### src/rtl/csr_pkg.sv
// +----------------------------------------------------------------------+
// | csr_pkg : CSR addresses, cause codes and op encoding. Rev 1.0         |
// +----------------------------------------------------------------------+
`default_nettype none

package csr_pkg;

   localparam logic [11:0] CSR_MSTATUS  = 12'h300;
   localparam logic [11:0] CSR_MIE      = 12'h304;
   localparam logic [11:0] CSR_MTVEC    = 12'h305;
   localparam logic [11:0] CSR_MSCRATCH = 12'h340;
   localparam logic [11:0] CSR_MEPC     = 12'h341;
   localparam logic [11:0] CSR_MCAUSE   = 12'h342;
   localparam logic [11:0] CSR_MIP      = 12'h344;

   localparam logic [4:0] CAUSE_MEI       = 5'd11;
   localparam logic [4:0] CAUSE_MTI       = 5'd7;
   localparam logic [4:0] CAUSE_PLAT_BASE = 5'd16;

   localparam int MSTATUS_MIE_BIT  = 3;
   localparam int MSTATUS_MPIE_BIT = 7;
   localparam logic [1:0] MSTATUS_MPP_M = 2'b11;

   typedef enum logic [1:0] {
      CSR_NOP   = 2'b00,
      CSR_WRITE = 2'b01,
      CSR_SET   = 2'b10,
      CSR_CLEAR = 2'b11
   } csr_op_e;

   function automatic logic [31:0] csr_apply(input csr_op_e op,
                                             input logic [31:0] old_val,
                                             input logic [31:0] wd);
      case (op)
         CSR_WRITE: return wd;
         CSR_SET:   return old_val | wd;
         CSR_CLEAR: return old_val & ~wd;
         default:   return old_val;
      endcase
   endfunction

endpackage

`default_nettype wire

### src/rtl/irq_prio_enc.sv
// +----------------------------------------------------------------------+
// | irq_prio_enc : fixed-priority encoder, bit 0 highest. Rev 1.0         |
// +----------------------------------------------------------------------+
`default_nettype none

module irq_prio_enc
   import csr_pkg::*;
#(
   parameter int WIDTH = 6
) (
   input  logic [WIDTH-1:0] pending,
   output logic             valid,
   output logic [4:0]       cause,
   output logic [WIDTH-1:0] grant
);

   // Index 0 is MEIP, index 1 is MTIP, index 2.. are platform lines.
   function automatic logic [4:0] idx_to_cause(input int idx);
      if (idx == 0) begin
         return CAUSE_MEI;
      end else if (idx == 1) begin
         return CAUSE_MTI;
      end else begin
         return CAUSE_PLAT_BASE + 5'(idx - 2);
      end
   endfunction

   always_comb begin
      valid = |pending;
      cause = 5'd0;
      grant = '0;
      for (int i = WIDTH - 1; i >= 0; i--) begin
         if (pending[i]) begin
            cause    = idx_to_cause(i);
            grant    = '0;
            grant[i] = 1'b1;
         end
      end
   end

endmodule

`default_nettype wire

### src/rtl/csr_trap_ctrl.sv
// +----------------------------------------------------------------------+
// | csr_trap_ctrl : machine-mode CSR file and trap controller. Rev 1.0    |
// +----------------------------------------------------------------------+
`default_nettype none

module csr_trap_ctrl
   import csr_pkg::*;
#(
   parameter int NUM_IRQ     = 4,
   parameter bit VECTORED_EN = 1'b1
) (
   input  logic               clk,
   input  logic               rst,
   input  logic [31:0]        pc,
   input  logic               instr_valid,
   input  logic [11:0]        csr_addr,
   input  logic               csr_rd,
   input  logic               csr_wr,
   input  logic [1:0]         csr_op,
   input  logic [31:0]        wd,
   output logic [31:0]        rd,
   input  logic               is_mret,
   input  logic               t_inter,
   input  logic               e_inter,
   input  logic [NUM_IRQ-1:0] irq_lines,
   output logic [31:0]        epc,
   output logic               epc_taken
);

   localparam int PRIO_W = 2 + NUM_IRQ;
   localparam logic [31:0] MIE_MASK =
      32'h0000_0880 | (((32'h1 << NUM_IRQ) - 32'h1) << 16);

   logic               mie_bit_q,  mie_bit_d;
   logic               mpie_bit_q, mpie_bit_d;
   logic [31:0]        mie_q,      mie_d;
   logic [31:0]        mtvec_q,    mtvec_d;
   logic [31:0]        mscratch_q, mscratch_d;
   logic [31:0]        mepc_q,     mepc_d;
   logic [31:0]        mcause_q,   mcause_d;
   logic [NUM_IRQ-1:0] pend_q,     pend_d;
   logic [NUM_IRQ-1:0] irq_prev_q, irq_prev_d;

   logic [31:0]        w_mstatus;
   logic [31:0]        w_mip;
   logic [31:0]        w_csr_view;
   logic [31:0]        w_new;
   logic               w_wr;
   logic [PRIO_W-1:0]  w_pend_vec;
   logic               w_irq_valid;
   logic [4:0]         w_cause;
   logic [PRIO_W-1:0]  w_grant;
   logic               w_grant_core;
   logic               w_trap;
   logic               w_mret;
   logic [NUM_IRQ-1:0] w_edge;

   always_comb begin
      w_mstatus                   = 32'h0;
      w_mstatus[MSTATUS_MIE_BIT]  = mie_bit_q;
      w_mstatus[MSTATUS_MPIE_BIT] = mpie_bit_q;
      w_mstatus[12:11]            = MSTATUS_MPP_M;

      w_mip     = 32'(pend_q) << 16;
      w_mip[7]  = t_inter;
      w_mip[11] = e_inter;

      case (csr_addr)
         CSR_MSTATUS:  w_csr_view = w_mstatus;
         CSR_MIE:      w_csr_view = mie_q;
         CSR_MTVEC:    w_csr_view = mtvec_q;
         CSR_MSCRATCH: w_csr_view = mscratch_q;
         CSR_MEPC:     w_csr_view = mepc_q;
         CSR_MCAUSE:   w_csr_view = mcause_q;
         CSR_MIP:      w_csr_view = w_mip;
         default:      w_csr_view = 32'h0;
      endcase

      rd    = (rst && csr_rd) ? w_csr_view : 32'h0;
      w_wr  = rst && csr_wr && (csr_op_e'(csr_op) != CSR_NOP);
      w_new = csr_apply(csr_op_e'(csr_op), w_csr_view, wd);
   end

   // Global MIE gates the whole masked vector before arbitration.
   assign w_pend_vec = {pend_q & mie_q[16 +: NUM_IRQ],
                        t_inter & mie_q[7],
                        e_inter & mie_q[11]} & {PRIO_W{mie_bit_q}};

   irq_prio_enc #(
      .WIDTH (PRIO_W)
   ) u_prio (
      .pending (w_pend_vec),
      .valid   (w_irq_valid),
      .cause   (w_cause),
      .grant   (w_grant)
   );

   assign w_grant_core = |w_grant[1:0];
   assign w_trap       = rst && instr_valid && w_irq_valid;
   assign w_mret       = rst && is_mret && !w_trap;
   assign w_edge       = irq_lines & ~irq_prev_q;

   always_comb begin
      epc_taken = w_trap || w_mret;
      epc       = 32'h0;
      if (w_trap) begin
         epc = {mtvec_q[31:2], 2'b00} +
               ((mtvec_q[1:0] == 2'b01) ? {25'd0, w_cause, 2'b00} : 32'h0);
      end else if (w_mret) begin
         epc = mepc_q;
      end
   end

   always_comb begin
      mie_bit_d  = mie_bit_q;
      mpie_bit_d = mpie_bit_q;
      mie_d      = mie_q;
      mtvec_d    = mtvec_q;
      mscratch_d = mscratch_q;
      mepc_d     = mepc_q;
      mcause_d   = mcause_q;
      pend_d     = pend_q;
      irq_prev_d = irq_lines;

      if (w_wr) begin
         case (csr_addr)
            CSR_MSTATUS: begin
               mie_bit_d  = w_new[MSTATUS_MIE_BIT];
               mpie_bit_d = w_new[MSTATUS_MPIE_BIT];
            end
            CSR_MIE:      mie_d      = w_new & MIE_MASK;
            CSR_MTVEC:    mtvec_d    = {w_new[31:2],
                                        (VECTORED_EN && (w_new[1:0] == 2'b01)) ? 2'b01 : 2'b00};
            CSR_MSCRATCH: mscratch_d = w_new;
            CSR_MEPC:     mepc_d     = w_new & 32'hFFFF_FFFC;
            CSR_MCAUSE:   mcause_d   = w_new;
            CSR_MIP:      pend_d     = pend_q & w_new[16 +: NUM_IRQ];
            default: ;
         endcase
      end

      if (w_mret) begin
         mie_bit_d  = mpie_bit_q;
         mpie_bit_d = 1'b1;
      end

      // Trap entry overrides any coincident CSR write or MRET stacking.
      if (w_trap) begin
         mpie_bit_d = mie_bit_q;
         mie_bit_d  = 1'b0;
         mepc_d     = pc & 32'hFFFF_FFFC;
         mcause_d   = {1'b1, 26'd0, w_cause};
         if (!w_grant_core) begin
            pend_d = pend_d & ~w_grant[PRIO_W-1:2];
         end
      end

      // A new edge always wins over a same-cycle clear.
      pend_d = pend_d | w_edge;
   end

   always_ff @(posedge clk) begin
      if (!rst) begin
         mie_bit_q  <= 1'b0;
         mpie_bit_q <= 1'b0;
         mie_q      <= 32'h0;
         mtvec_q    <= 32'h0;
         mscratch_q <= 32'h0;
         mepc_q     <= 32'h0;
         mcause_q   <= 32'h0;
         pend_q     <= '0;
         irq_prev_q <= irq_lines;
      end else begin
         mie_bit_q  <= mie_bit_d;
         mpie_bit_q <= mpie_bit_d;
         mie_q      <= mie_d;
         mtvec_q    <= mtvec_d;
         mscratch_q <= mscratch_d;
         mepc_q     <= mepc_d;
         mcause_q   <= mcause_d;
         pend_q     <= pend_d;
         irq_prev_q <= irq_prev_d;
      end
   end

endmodule

`default_nettype wire

### config.mk
export PLATFORM = sky130hd
export DESIGN_NAME = csr_trap_ctrl
export DESIGN_NICKNAME = d
export VERILOG_FILES = /design/src/rtl/csr_pkg.sv /design/src/rtl/irq_prio_enc.sv /design/src/rtl/csr_trap_ctrl.sv
export SDC_FILE = /design/constraint.sdc
export NUM_CORES = 1
export LEC_CHECK = 0
export ABC_AREA = 1
export ABC_CLOCK_PERIOD_IN_PS = 3070
export BUFFER_PORTS_ARGS = -buffer_cell sky130_fd_sc_hd__buf_2
export CAP_MARGIN = 15
export CORE_MARGIN = 2
export CORE_UTILIZATION = 39
export DETAILED_ROUTE_END_ITERATION = 8
export PLACE_DENSITY = 0.59
export SYNTH_ARGS = -nofsm -noshare
export SYNTH_HDL_FRONTEND = slang
export SYNTH_SLANG_ARGS = --single-unit
### constraint.sdc
create_clock -name clk -period 3.07 [get_ports clk]
set_input_delay 0.614 -clock clk [delete_from_list [all_inputs] [get_ports clk]]
set_output_delay 0.614 -clock clk [all_outputs]
set_load 0.005 [all_outputs]
# Yosys cells after proc, flatten, opt, wreduce, memory -nomap -nowiden
# Index checks and enable logic that the tools add are counted.
dict set report totals {
  inputBits 90
  wordCells 101
  register_bits 142
}
dict set report op_classes {
  addsub 1
  mux 36
  n_reduce_logical 28
  n_bitwise 14
  eq_ne 12
}
# cell count
set op_table {}
lappend op_table {{32-bit 2-to-1 mux} 9}
lappend op_table {{32-bit case mux with 7 select lines} 1}
lappend op_table {{32-bit case mux with 3 select lines} 1}
lappend op_table {{12-bit by 10-bit == test with 1-bit output (second input constant)} 7}
lappend op_table {{6-bit 2-to-1 mux} 6}
lappend op_table {{32-bit by 7-bit adder with 32-bit output} 1}
lappend op_table {{32-bit bitwise AND} 1}
lappend op_table {{32-bit NOT} 1}
lappend op_table {{32-bit bitwise OR} 1}
lappend op_table {{5-bit 2-to-1 mux} 6}
lappend op_table {{4-bit bitwise AND} 4}
lappend op_table {{4-bit 2-to-1 mux} 4}
lappend op_table {{2-bit AND reduction} 8}
lappend op_table {{2-bit nonzero test} 6}
lappend op_table {{1-bit 2-to-1 mux} 8}
lappend op_table {{4-bit NOT} 2}
lappend op_table {{1-bit logical AND} 7}
lappend op_table {{7-bit 2-to-1 mux} 1}
lappend op_table {{6-bit bitwise AND} 1}
lappend op_table {{2-bit by 1-bit == test with 1-bit output (second input constant)} 3}
lappend op_table {{3-bit nonzero test} 2}
lappend op_table {{6-bit OR reduction} 1}
lappend op_table {{2-bit == test (second input constant)} 2}
lappend op_table {{4-bit bitwise OR} 1}
lappend op_table {{other kinds (5)} 7}

# Depth between registers and ports, before layout
dict set report depth {
  word_depth 13
  ltp_mapped 21
  mapped_depth_nobuf 20
}

# Cells and area by module
# A second synthesis with hierarchy kept.
dict set report unflattened {
  hier_cells 1589
  hier_area_um2 9605.5
}
# mod seq_area_each_um2 instances cells_per_inst area_per_inst_um2
set by_module_without_submodules {}
lappend by_module_without_submodules {csr_trap_ctrl 2822.7 1 1565 9476.6}
lappend by_module_without_submodules {irq_prio_enc 0.0 1 24 128.9}

# Worst setup path before layout
# No wires, ideal clock.
dict set report synth_path {
  kind {input -> output}
  from {input port e_inter}
  to {output port epc[14]}
  t_arrival_ns 2.503
  setup_slack_ns -0.047
  n_path_buf 0
  stages 17
  path_cell_list {nand3_1 > nand2_2 > inv_2 > nand3_1 > nand2_1 > inv_1 > ha_1 > fa_1 > nand3_1 > nand2_1 > a21oi_1 > nor2_1 > nand2_1 > nor2_1 > a21oi_1 > o21ai_1 > o21ai_1}
}
dict set report synth_between {
  elab_chain_cells 8
  elab_cells_between_ends 11
}
# element line
set synth_rtl {}
lappend synth_rtl {{start, declared} csr_trap_ctrl.sv:24} ;# input logic e_inter,
lappend synth_rtl {{1-bit bitwise AND *} csr_trap_ctrl.sv:87} ;# e_inter & mie_q[11]} & {PRIO_W{mie_bit_q}};
lappend synth_rtl {{6-bit bitwise AND *} csr_trap_ctrl.sv:87}
lappend synth_rtl {{branches (longest 5 deep; another with 32-bit by 7-bit adder with 32-bit output)} --}
lappend synth_rtl {{32-bit 2-to-1 mux *} csr_trap_ctrl.sv:106} ;# if (w_trap) begin
lappend synth_rtl {{end, declared} csr_trap_ctrl.sv:26} ;# output logic [31:0] epc,
# Every way passes the cells marked *.

# Worst setup path in the final report
dict set report layout_path {
  from {register mie_bit_q}
  to {output port epc[19]}
}
dict set report layout_between {
  elab_chain_cells 10
  elab_cells_between_ends 15
}
# element line
set layout_rtl {}
lappend layout_rtl {{start, declared} csr_trap_ctrl.sv:34} ;# logic mie_bit_q, mie_bit_d;
lappend layout_rtl {{start signal, assigned} csr_trap_ctrl.sv:174} ;# mie_bit_q <= mie_bit_d;
lappend layout_rtl {{6-bit bitwise AND *} csr_trap_ctrl.sv:87}
lappend layout_rtl {{5-bit 2-to-1 mux (6 in series)} irq_prio_enc.sv:33} ;# if (pending[i]) begin
lappend layout_rtl {{7-bit 2-to-1 mux} csr_trap_ctrl.sv:108} ;# ((mtvec_q[1:0] == 2'b01) ? {25'd0, w_cause, 2'b00} : 32'h0);
lappend layout_rtl {{32-bit by 7-bit adder with 32-bit output} csr_trap_ctrl.sv:107} ;# epc = {mtvec_q[31:2], 2'b00} +
lappend layout_rtl {{32-bit 2-to-1 mux *} csr_trap_ctrl.sv:106}
# Mark *: on every way between the ends. The rest lies on a longest branch, timed or not.

==> impl_results.md <==
* Core area at 0.0234 sq mm
* Post-placement cell count at 2000
* Warnings from Yosys at 0
* Total GRT Usage at between 20 and 30%
* DR WL/cell at between 15 and 20 um
* Arr. time, crit path at between 3 and 4 ns
* Setup Viol. Count Final at 28
* Num Clock Sinks at approximately 140
* Later-pin clock latency in the skew report at roughly 0.44 ns
* Pin count of the biggest net entering global routing at about 110
* Share of cells above drive strength 1 at 23.6%
* Setup slack at placement at -0.459 ns
* Fill cells at 2500
* Area after DPL at around 0.011 sq mm
* Hold Fails Final Rpt at 0
* Critical Path End Type: output port
* Total power at between 0.004 and 0.005 W
* Die area at about 0.025 sq mm
* Slew @ Worst Pin at approximately 1.0 ns
* Vias in the first global route at roughly 9100
* Final Instance Area at 0.0119 sq mm
* Vert. Die Dim at between 150 and 200 um
* IO Pins at about 160
* Synth Area per Inst at 6.08 sq um
* Initial antenna violation count at 0
* Critical path type: flip-flop to output port
* Clock slew at reported path FFs at approximately 0.070 ns
* Max-cap violations at 0
* Async SR Flop Fraction at 0%
* Critical Path Start Type: flip-flop
* Register area share after synthesis at ~30%
* Total gr overflow at 0
* Commonest non-fill, non-tap cell in the layout: nand2_1
* DR vias at 10400
* Worst hold start: irq_lines[1]
* Most frequent cells in the layout: 324 x nand2_1, 267 x inv_1, 157 x o21ai_0
* Hold depth at 1
* Hold Path Class: input pin to flip-flop
* Final worst slack at -0.555 ns
* Leakage power at 5.77 nW
* Synth Instances at about 1500
* CTS buffer count at 17
* DR iter-0 viols at between 1000 and 1500
* Hold_buf cts at 0
* TritonCTS clock tree: yes
* Failing checks: negative setup slack
* Hold Path Sink: irq_prev_q[1]
* Mapped cell area at just over 0.009 sq mm
* Worst r2r path cells at 13
* Initial Util at roughly 40%
* Final Max Tran Viols at 0
* Root Driver: clkbuf_16
* I/O Buffers at 150
* Cell Rows at 56
* Area grow syn2layout at 27.8%
* Max Fclk at around 280 MHz
* FF-to-FF End: mcause_q[12]
* Max-slew headroom at 33.6%
* Routability-driven placement congestion ratio at between 0.9 and 1
* N_diodes at 0
* Peak supply drop at about 300 uV
* Post-synth EDFFs at 0
* PwrDens at ~360 mW/mm^2
* Clock buffer depth at 2
* Die X at about 160 um
* Netlist cell types at between 40 and 50
* Final ANT Viol Nets at 0
* Via/cell ratio at between 5 and 6
* DR DRC count at 0
* Status: complete, but fails checks
* Post-layout nets at about 1800
* Setup repair after global routing missed its margin: yes
* HPWL Detailed at 26000 um
* R2r setup slk at 0.25 ns
* Pre-antenna DRT Iters at 5
* Final Cycle Share at 118%
* First-pass GRT wire length at 52700 um
* Min cycle time layout at 3.63 ns
* Skew final at 0.0143 ns
* Final WL at about 35000 um
* Post-Layout Cell Count at 2050
* WP data required at 2.46 ns
* Reg2reg start: mie_bit_q
* CP Max Fanout at 6
* Prevailing post-synth register cell: dfxtp_1
* #FFs+latches synth at ~140
* Htree depth at 4
==> critical path, stage by stage (launching register included) <==
cell     delay [ns]
dfxtp_4        0.36
buf_12         0.13
nand3_4        0.08
buf_6          0.13
nand4_1        0.10
nor2_1         0.07
ha_1           0.42
nand3_1        0.14
nand2_2        0.10
nand2_2        0.06
nand2_2        0.10
nand2_2        0.08
nand2_4        0.10
buf_12         0.11
nand2_2        0.06
o21ai_0        0.16
nand2_1        0.09
o22ai_2        0.14
buf_2          0.15
==> synthesized netlist by cell type, drive strengths merged, types with 2 or more instances <==
master / instances / area share (%)
nor3: 11 / 0.59
nor2: 145 / 6.9
buf: 37 / 2.9
o21bai: 24 / 1.9
dfxtp: 141 / 30
nor4: 3 / 0.20
o211ai: 3 / 0.24
nand3: 63 / 3.5
ha: 5 / 0.67
a21oi: 136 / 7.5
inv: 283 / 11
clkbuf: 36 / 1.5
nand2: 356 / 15
clkinv: 2 / 0.094
nand4: 17 / 1.1
o22ai: 12 / 0.81
o21ai: 234 / 14
xor2: 7 / 0.66
a41oi: 4 / 0.38
==> worst max path at each step <==
| stage | to | slack, ns | from | cells after the start |
|---|---|---|---|---|
| 6_report | epc[19] | -0.56 | mie_bit_q | 18 |
| 5_1_grt | epc[25] | -0.67 | mie_bit_q | 18 |
| 4_1_cts | epc[30] | -0.47 | mie_bit_q | 20 |
| 3_5_place_dp | epc[24] | -0.46 | e_inter | 18 |
| 3_3_place_gp | epc[24] | -0.45 | e_inter | 15 |
| 2_1_floorplan | epc[14] | 0.007 | e_inter | 17 |
==> repair_timing <==
action / CTS / global route
endpoints found under the hold margin: 0 / 0
resized for setup: 58 / 48
gates cloned: 1 / 0
pin swaps: 23 / 25
setup buffers: 7 / 11
endpoints found under the setup margin: 29 / 31
==> state kept, by name, summed over array words and instances, names as in the netlist <==
register    cells
mcause_q       32
mscratch_q     32
mtvec_q        31
mepc_q         30
mie_q           6
irq_prev_q      4
pend_q          4
mie_bit_q       1
mpie_bit_q      1
==> stage by stage <==
| stage | hold WS [ns] | setup TNS [ns] | utilization [%] |
|---|---|---|---|
| after floorplan | 0.458 | 0 | - |
| after global placement | 0.472 | -7.18 | 45.7 |
| after detailed placement | 0.485 | -7.68 | 45.7 |
| after CTS | 0.286 | -10.39 | 49.5 |
| after global routing | 0.289 | -14.82 | 50.6 |
| final | 0.296 | -12.12 | 50.6 |
==> routing by layer <==
metal | track usage (%) | up-vias | wire length (um) | part of all wire (%)
met4 | 9.35 | 0 | 952 | 2.7
met1 | 42.3 | 4698 | 16500 | 47
li1 | - | 5229 | - | -
met5 | 0 | - | 0 | 0
met2 | 40.3 | 452 | 14800 | 42
met3 | 4.65 | 57 | 3140 | 8.9
==> area by class of cell <==
cell class | instances | area, sq um | share of cell area [%]
clock buffer | 17 | 425 | 3.59
clock inverter | 15 | 151 | 1.28
inverter | 285 | 1080 | 9.10
multi-input combinational | 1028 | 5330 | 45.0
sequential | 141 | 2830 | 23.8
tap | 319 | 399 | 3.37
timing repair buffer | 245 | 1640 | 13.8
==> power breakdown <==
group / total (W) / switching (W) / internal [W]
Combinational: 0.000356 / 0.000243 / 0.000113
Sequential: 0.00184 / 0.00000621 / 0.00184
Clock: 0.00207 / 0.000930 / 0.00114
Total: 0.00427 / 0.00118 / 0.00309
==> kinds of logic after synthesis <==
| group | after synthesis | share of synthesized area (%) |
|---|---|---|
| AO/OA/AOI/OAI | 416 | 24.7 |
| XOR/XNOR | 8 | 0.755 |
| adder cells (fa/ha/maj) | 6 | 0.890 |
| buffers and inverters | 358 | 15.9 |
| flip-flops | 141 | 30.4 |
| other | 1 | 0.0404 |
| AND/OR/NAND/NOR | 596 | 27.2 |
(Power assumes the default switching activity.)
